**src/rtl/otter_intrpt_ctrl.sv**
```systemverilog
// otter_intrpt_ctrl: interrupt front end for the OTTER control unit.
// Synchronizes asynchronous request lines, latches rising edges into a
// pending register, offers the lowest-index enabled pending source to the
// control FSM and tracks the single in-service handler until mret.
// Optional build macro OTTER_INTRPT_LEVEL_EN: pending follows the
// synchronized request level instead of latching edges.
module otter_intrpt_ctrl #(
  parameter  int NUM_SRC     = 4,
  parameter  int SYNC_STAGES = 2,
  localparam int ID_W        = (NUM_SRC > 1) ? $clog2(NUM_SRC) : 1
) (
  input  logic               clk,
  input  logic               rst_n,
  input  logic [NUM_SRC-1:0] irq_src,
  input  logic [NUM_SRC-1:0] irq_en,
  input  logic               glb_ie,
  input  logic               intrpt_taken,
  input  logic               intrpt_ret,
  output logic               intrpt_vld,
  output logic [ID_W-1:0]    intrpt_id,
  output logic [ID_W-1:0]    svc_id,
  output logic [NUM_SRC-1:0] pending,
  output logic               in_service
);

  typedef enum logic {
    ST_IDLE    = 1'b0,
    ST_SERVICE = 1'b1
  } state_t;

  state_t             state_q, state_d;
  logic [NUM_SRC-1:0] sync_q [SYNC_STAGES];
  logic [NUM_SRC-1:0] sync_lvl;
  logic [NUM_SRC-1:0] pending_q, pending_d;
  logic [NUM_SRC-1:0] qual;
  logic [ID_W-1:0]    svc_id_q, svc_id_d;
  logic [ID_W-1:0]    sel_id;
  logic               accept;

  assign sync_lvl = sync_q[SYNC_STAGES-1];

  // Metastability chain: each request line is only used after the last stage.
  // NOTE: this small per-source flop array is reset like any other register so
  // that no stale request can leak out of reset; large RAMs would not be.
  always_ff @(posedge clk or negedge rst_n) begin
    if (!rst_n) begin
      for (int s = 0; s < SYNC_STAGES; s++) sync_q[s] <= '0;
    end else begin
      sync_q[0] <= irq_src;
      for (int s = 1; s < SYNC_STAGES; s++) sync_q[s] <= sync_q[s-1];
    end
  end

  // Offer the lowest-index source that is both pending and enabled.
  // NOTE: combinational blocks use blocking '=' with defaults first, so no
  // latch is inferred and later loop iterations see earlier results.
  always_comb begin
    qual   = pending_q & irq_en;
    sel_id = '0;
    for (int i = NUM_SRC - 1; i >= 0; i--) begin
      if (qual[i]) sel_id = ID_W'(i);
    end
  end

  assign intrpt_vld = (|qual) && glb_ie && (state_q == ST_IDLE);
  assign accept     = intrpt_vld && intrpt_taken;

`ifdef OTTER_INTRPT_LEVEL_EN
  // Level mode: pending mirrors the synchronized request lines.
  always_comb begin
    pending_d = sync_lvl;
  end
`else
  logic [NUM_SRC-1:0] prev_q;
  logic [NUM_SRC-1:0] clr_mask;

  // Previous synchronized level, used for rising-edge detection.
  always_ff @(posedge clk or negedge rst_n) begin
    if (!rst_n) prev_q <= '0;
    else        prev_q <= sync_lvl;
  end

  // Edge-latched pending: a new edge wins over the clear of an accepted source.
  always_comb begin
    clr_mask  = accept ? (NUM_SRC'(1) << sel_id) : '0;
    pending_d = (pending_q & ~clr_mask) | (sync_lvl & ~prev_q);
  end
`endif

  // Service FSM next state: enter on an accepted offer, leave on mret.
  always_comb begin
    state_d  = state_q;
    svc_id_d = svc_id_q;
    case (state_q)
      ST_IDLE: begin
        if (accept) begin
          state_d  = ST_SERVICE;
          svc_id_d = sel_id;
        end
      end
      ST_SERVICE: begin
        if (intrpt_ret) state_d = ST_IDLE;
      end
      default: state_d = ST_IDLE;
    endcase
  end

  // State, service id and pending registers.
  // NOTE: sequential state is updated with non-blocking '<=' only.
  always_ff @(posedge clk or negedge rst_n) begin
    if (!rst_n) begin
      state_q   <= ST_IDLE;
      svc_id_q  <= '0;
      pending_q <= '0;
    end else begin
      state_q   <= state_d;
      svc_id_q  <= svc_id_d;
      pending_q <= pending_d;
    end
  end

  assign intrpt_id  = sel_id;
  assign svc_id     = svc_id_q;
  assign pending    = pending_q;
  assign in_service = (state_q == ST_SERVICE);

endmodule

```
**config.mk**
```make
export PLATFORM = sky130hd
export DESIGN_NAME = otter_intrpt_ctrl
export DESIGN_NICKNAME = d
export VERILOG_FILES = /design/src/rtl/otter_intrpt_ctrl.sv
export SDC_FILE = /design/constraint.sdc
export NUM_CORES = 1
export LEC_CHECK = 0
export ABC_AREA = 1
export CELL_PAD_IN_SITES_DETAIL_PLACEMENT = 1
export CELL_PAD_IN_SITES_GLOBAL_PLACEMENT = 1
export CORE_MARGIN = 2
export CORE_UTILIZATION = 35
export DETAILED_ROUTE_END_ITERATION = 16
export PLACE_DENSITY = 0.84
export SLEW_MARGIN = 20
export SYNTH_ARGS = -nofsm -noshare
export SYNTH_HDL_FRONTEND = slang
export SYNTH_SLANG_ARGS = --single-unit
```
**constraint.sdc**
```tcl
create_clock -name clk -period 2.5 [get_ports clk]
set_clock_uncertainty 0.1 [all_clocks]
set_input_delay 0.25 -clock clk [delete_from_list [all_inputs] [get_ports clk]]
set_output_delay 0.25 -clock clk [all_outputs]
set_load 0.01 [all_outputs]
```
* After elaboration in Yosys (flattened, before gate mapping)
Index checks and enable logic that the tools add are counted.
** Operators by class
- Shift-type cells :: 1
- Multiplexer cells :: 8
- Bitwise operators :: 7
- Reduce and logical (&&, ||, !) cells :: 5
** Operators with widths (number)
- bitwise AND 4 bit :: 3
- two-way mux 2 bit :: 4
- NOT 4 bit :: 2
- two-way mux 4 bit :: 1
- bitwise OR 4 bit :: 1
- OR reduction 4 bit :: 1
- left shift 1 x 2 -> 4 bit (first input constant) :: 1
- logical AND 1 bit :: 3
- two-way mux 1 bit :: 2
- one-hot mux 1 bit (2 select lines) :: 1
- AND reduction 2 bit :: 1
- NOT 1 bit :: 1
** Word-level totals
- Bits in registers :: 19
- Input port bits :: 13
- Output and inout port bits :: 10
- Word-level logic and storage cells :: 27

* Depth between registers and ports, before layout
- Word-level depth :: 10
- Mapped depth :: 7
- Mapped depth without buffers :: 7

* Worst setup path before layout
OpenSTA, ideal clock, no wires.
- Path type :: register to output
- Start point :: reg pending_q[0] (netlist: pending[0])
- End point :: out intrpt_id[0]
- Arrival time :: 0.853 ns
- Data required time :: 2.150 ns
- Path slack :: 1.297 ns
- Cell stages (with the launch flop) :: 4
- Path buffers :: 0
- Path through :: dfrtp_1 -> nand2_1 -> inv_1 -> a21oi_1
** Between the ends
- Cells in the longest elaborated chain, start to end :: 2
** RTL lines
- from (decl) :: RTL line 34 : logic [NUM_SRC-1:0] pending_q, pending_d;
- from (signal assigned) :: RTL line 118 : pending_q <= pending_d;
- bitwise AND 4 bit :: RTL line 58 : qual = pending_q & irq_en;
- two-way mux 2 bit :: RTL line 61 : if (qual[i]) sel_id = ID_W'(i);
- to (decl) :: RTL line 20 : output logic [ID_W-1:0] intrpt_id,
No other way between the ends.

* Final worst setup path
- Start point :: reg pending_q[3] (netlist: pending[3])
- End point :: out intrpt_id[0]
** Between the ends
- Cells in the longest elaborated chain, start to end :: 5
** RTL lines (RTL line)
- bitwise AND 4 bit :: 58
- two-way mux 2 bit (4 in series) :: 61
No other way between the ends.

==> results.md <==
* Mapped Cells at 70
* Routability cong. at 0.707
* Reg2reg path depth at 7
* Slack of the critical path at 0.442 ns
* YS warnings at 0
* DR DRC count at 0
* Max VDD drop at between 0.3 and 0.4 mV
* Avg Synthesized Cell Area at between 10 and 15 sq um
* Core Area at about 1900 sq um
* CP startpoint: pending[3]
* Pwr/cell area at 648 nW/um^2
* Final hold violations at 0
* Inserted Clock Buffers at 3
* RSZ-0062 raised after global routing: false
* Via count at 545
* Tcrit/Tclk final at 82.3%
* Tightest Pin Transition at roughly 0.8 ns
* Dpl cell area at a little under 1000 sq um
* Area of the die at 2430 sq um
* Post-synthesis sequential area ratio at between 60% and 70%
* Cell variety after synth at 12
* Fillers at about 230
* Final slew viol count at 0
* Layout Nets at 110
* TNS Setup at 0 ns
* HPWL after DPL at between 1000 and 1500 um
* CTS H-tree depth at 1
* First DRT Iteration DRCs at 4
* Top post-synthesis cells by area: dfrtp_1, nand2_1, inv_1
* Register Area at approximately 480 sq um
* Setup crit end: intrpt_id[0]
* CP startpoint kind: flop
* N_diodes at 0
* R2r startpoint: pending[3]
* Routed WL per cell at around 12 um
* Tightest Hold Check Type: reg2reg
* Initial core utilization at 37.0%
* Vias in the first global route at between 500 and 600
* Antenna violations before repair at 0
* Commonest non-fill, non-tap cells in the layout: nand2_1, clkdlybuf4s50_1, dfrtp_1
* Post-DR vias/cell at 4.43
* Fin util at 51.7%
* Most common cell after layout, fill and taps aside: nand2_1
* Worst r2r dst: pending[3]
* #FFs+latches synth at 19
* # setup viols final at 0
* Status: finished, final reports clean
* Syn-to-layout area delta at 39.5%
* Max cap viols at 0
* Syn nets at slightly above 80
* Max Clk Rate at around 490 MHz
* Dpl ws at between 0.4 and 0.5 ns
* Critical path class: reg2out
* Final WL at about 1500 um
* Slew margin rel. at a little under half
* Multi-input combinational cell area at about 200 sq um
* Final hold slack at approximately 0.27 ns
* Gr ovfl total at 0
* Die width at 49.3 um
* Row cnt at 16
* Syn Std Cell Area at about 720 sq um
* Clock tree buffer depth at 2
* First-pass GRT wire length at around 2500 um
* Reg clk slew, reported paths at about 0.12 ns
* IO buf count at 22
* TritonCTS clock tree: yes
* Post-CTS setup buffers at 0
* Post-CTS resize count at 0
* Leak Pwr at between 0.4 and 0.5 nW
* Layout cells sized above 1 at between 10% and 20%
* All-Layer GR Usage at 13.5%
* Hold-fix buffers at CTS at 0
* Post-layout instance area at ~1000 sq um
* Arr. time, crit path at ~1.7 ns
* Die Y-Extent at about 50 um
* Largest net degree at the start of global routing at 20
* Area leader, netlist: dfrtp_1
* Critical Path End Type: output pin
* Worst skew pair latency at 0.30 ns
* Final antenna-violating net count at 0
* CTS Sinks at 19
* Synth top area share at between 60 and 70%
* WP data required at 2.15 ns
* Crit path max fanout at 3
* First-pass DRT Iterations at 3
* Root Buffer: clkbuf_4
* Tmin final at ~2 ns
* Reg2reg setup slack at approximately 1.2 ns
* I/O Pins at 23
final cells by class:
type                       instances  share of cell area, %
sequential                        19                   47.4
timing repair buffer              22                   21.9
multi-input combinational         40                   20.2
inverter                          11                   4.11
tap                               27                   3.37
clock buffer                       3                   2.24
clock inverter                     1                  0.748
worst max-delay path, cell delays in order (launching register included):
cell             delay (ns)
dfrtp_1                0.41
nand2_1                0.12
inv_1                  0.08
nand2_1                0.06
a21oi_1                0.17
clkdlybuf4s50_1        0.57
state kept, by name, summed over array words and instances, names as in the netlist:
name / flops
in_service: 1
sync_lvl: 4
svc_id: 2
prev_q: 4
pending: 4
sync_q: 4
power by group:
part / switching (W) / total [W] / internal (W)
Clock: 0.000102 / 0.000163 / 0.0000610
Combinational: 0.0000660 / 0.000139 / 0.0000734
Sequential: 0.0000146 / 0.000347 / 0.000333
Yosys cell counts, drive strengths merged:
cell   count
nand2     29
o21ai      2
a21oi      1
nor2       4
nor3       1
a31o       1
dfrtp     19
inv       11
nand4      1
nand3      1
how the worst min path moves through the flow:
stage,from,endpoint,slack (ns),cells past startpoint
final,sync_q[5],sync_lvl[1],0.27,0
after floorplan,rst_n,in_service,-0.15,0
after detailed placement,sync_q[7],sync_lvl[3],0.24,0
after global routing,irq_src[3],sync_q[7],0.27,1
after CTS,sync_q[5],sync_lvl[1],0.27,0
after global placement,sync_q[6],sync_lvl[2],0.23,0
cells by family after synthesis:
logic type / Yosys count / synth area share, %
DFF: 19 / 66.1
and+or+nand+nor: 36 / 24.9
AOI/OAI and AO/OA: 4 / 3.30
buffers and inverters: 11 / 5.74
through the flow:
step	total power [W]	cells
2_1_floorplan	0.000413	70
3_3_place_gp	0.000489	119
3_5_place_dp	0.000496	119
4_1_cts	0.000658	123
5_1_grt	0.000682	123
6_report	0.000650	123
per-layer routing:
layer	GRT usage [%]	wire, um
met5	0	0
met4	4.29	23
met3	2.45	64
met2	26.8	813
met1	13.9	557
No activity file was read; power rests on OpenSTA's default activity.
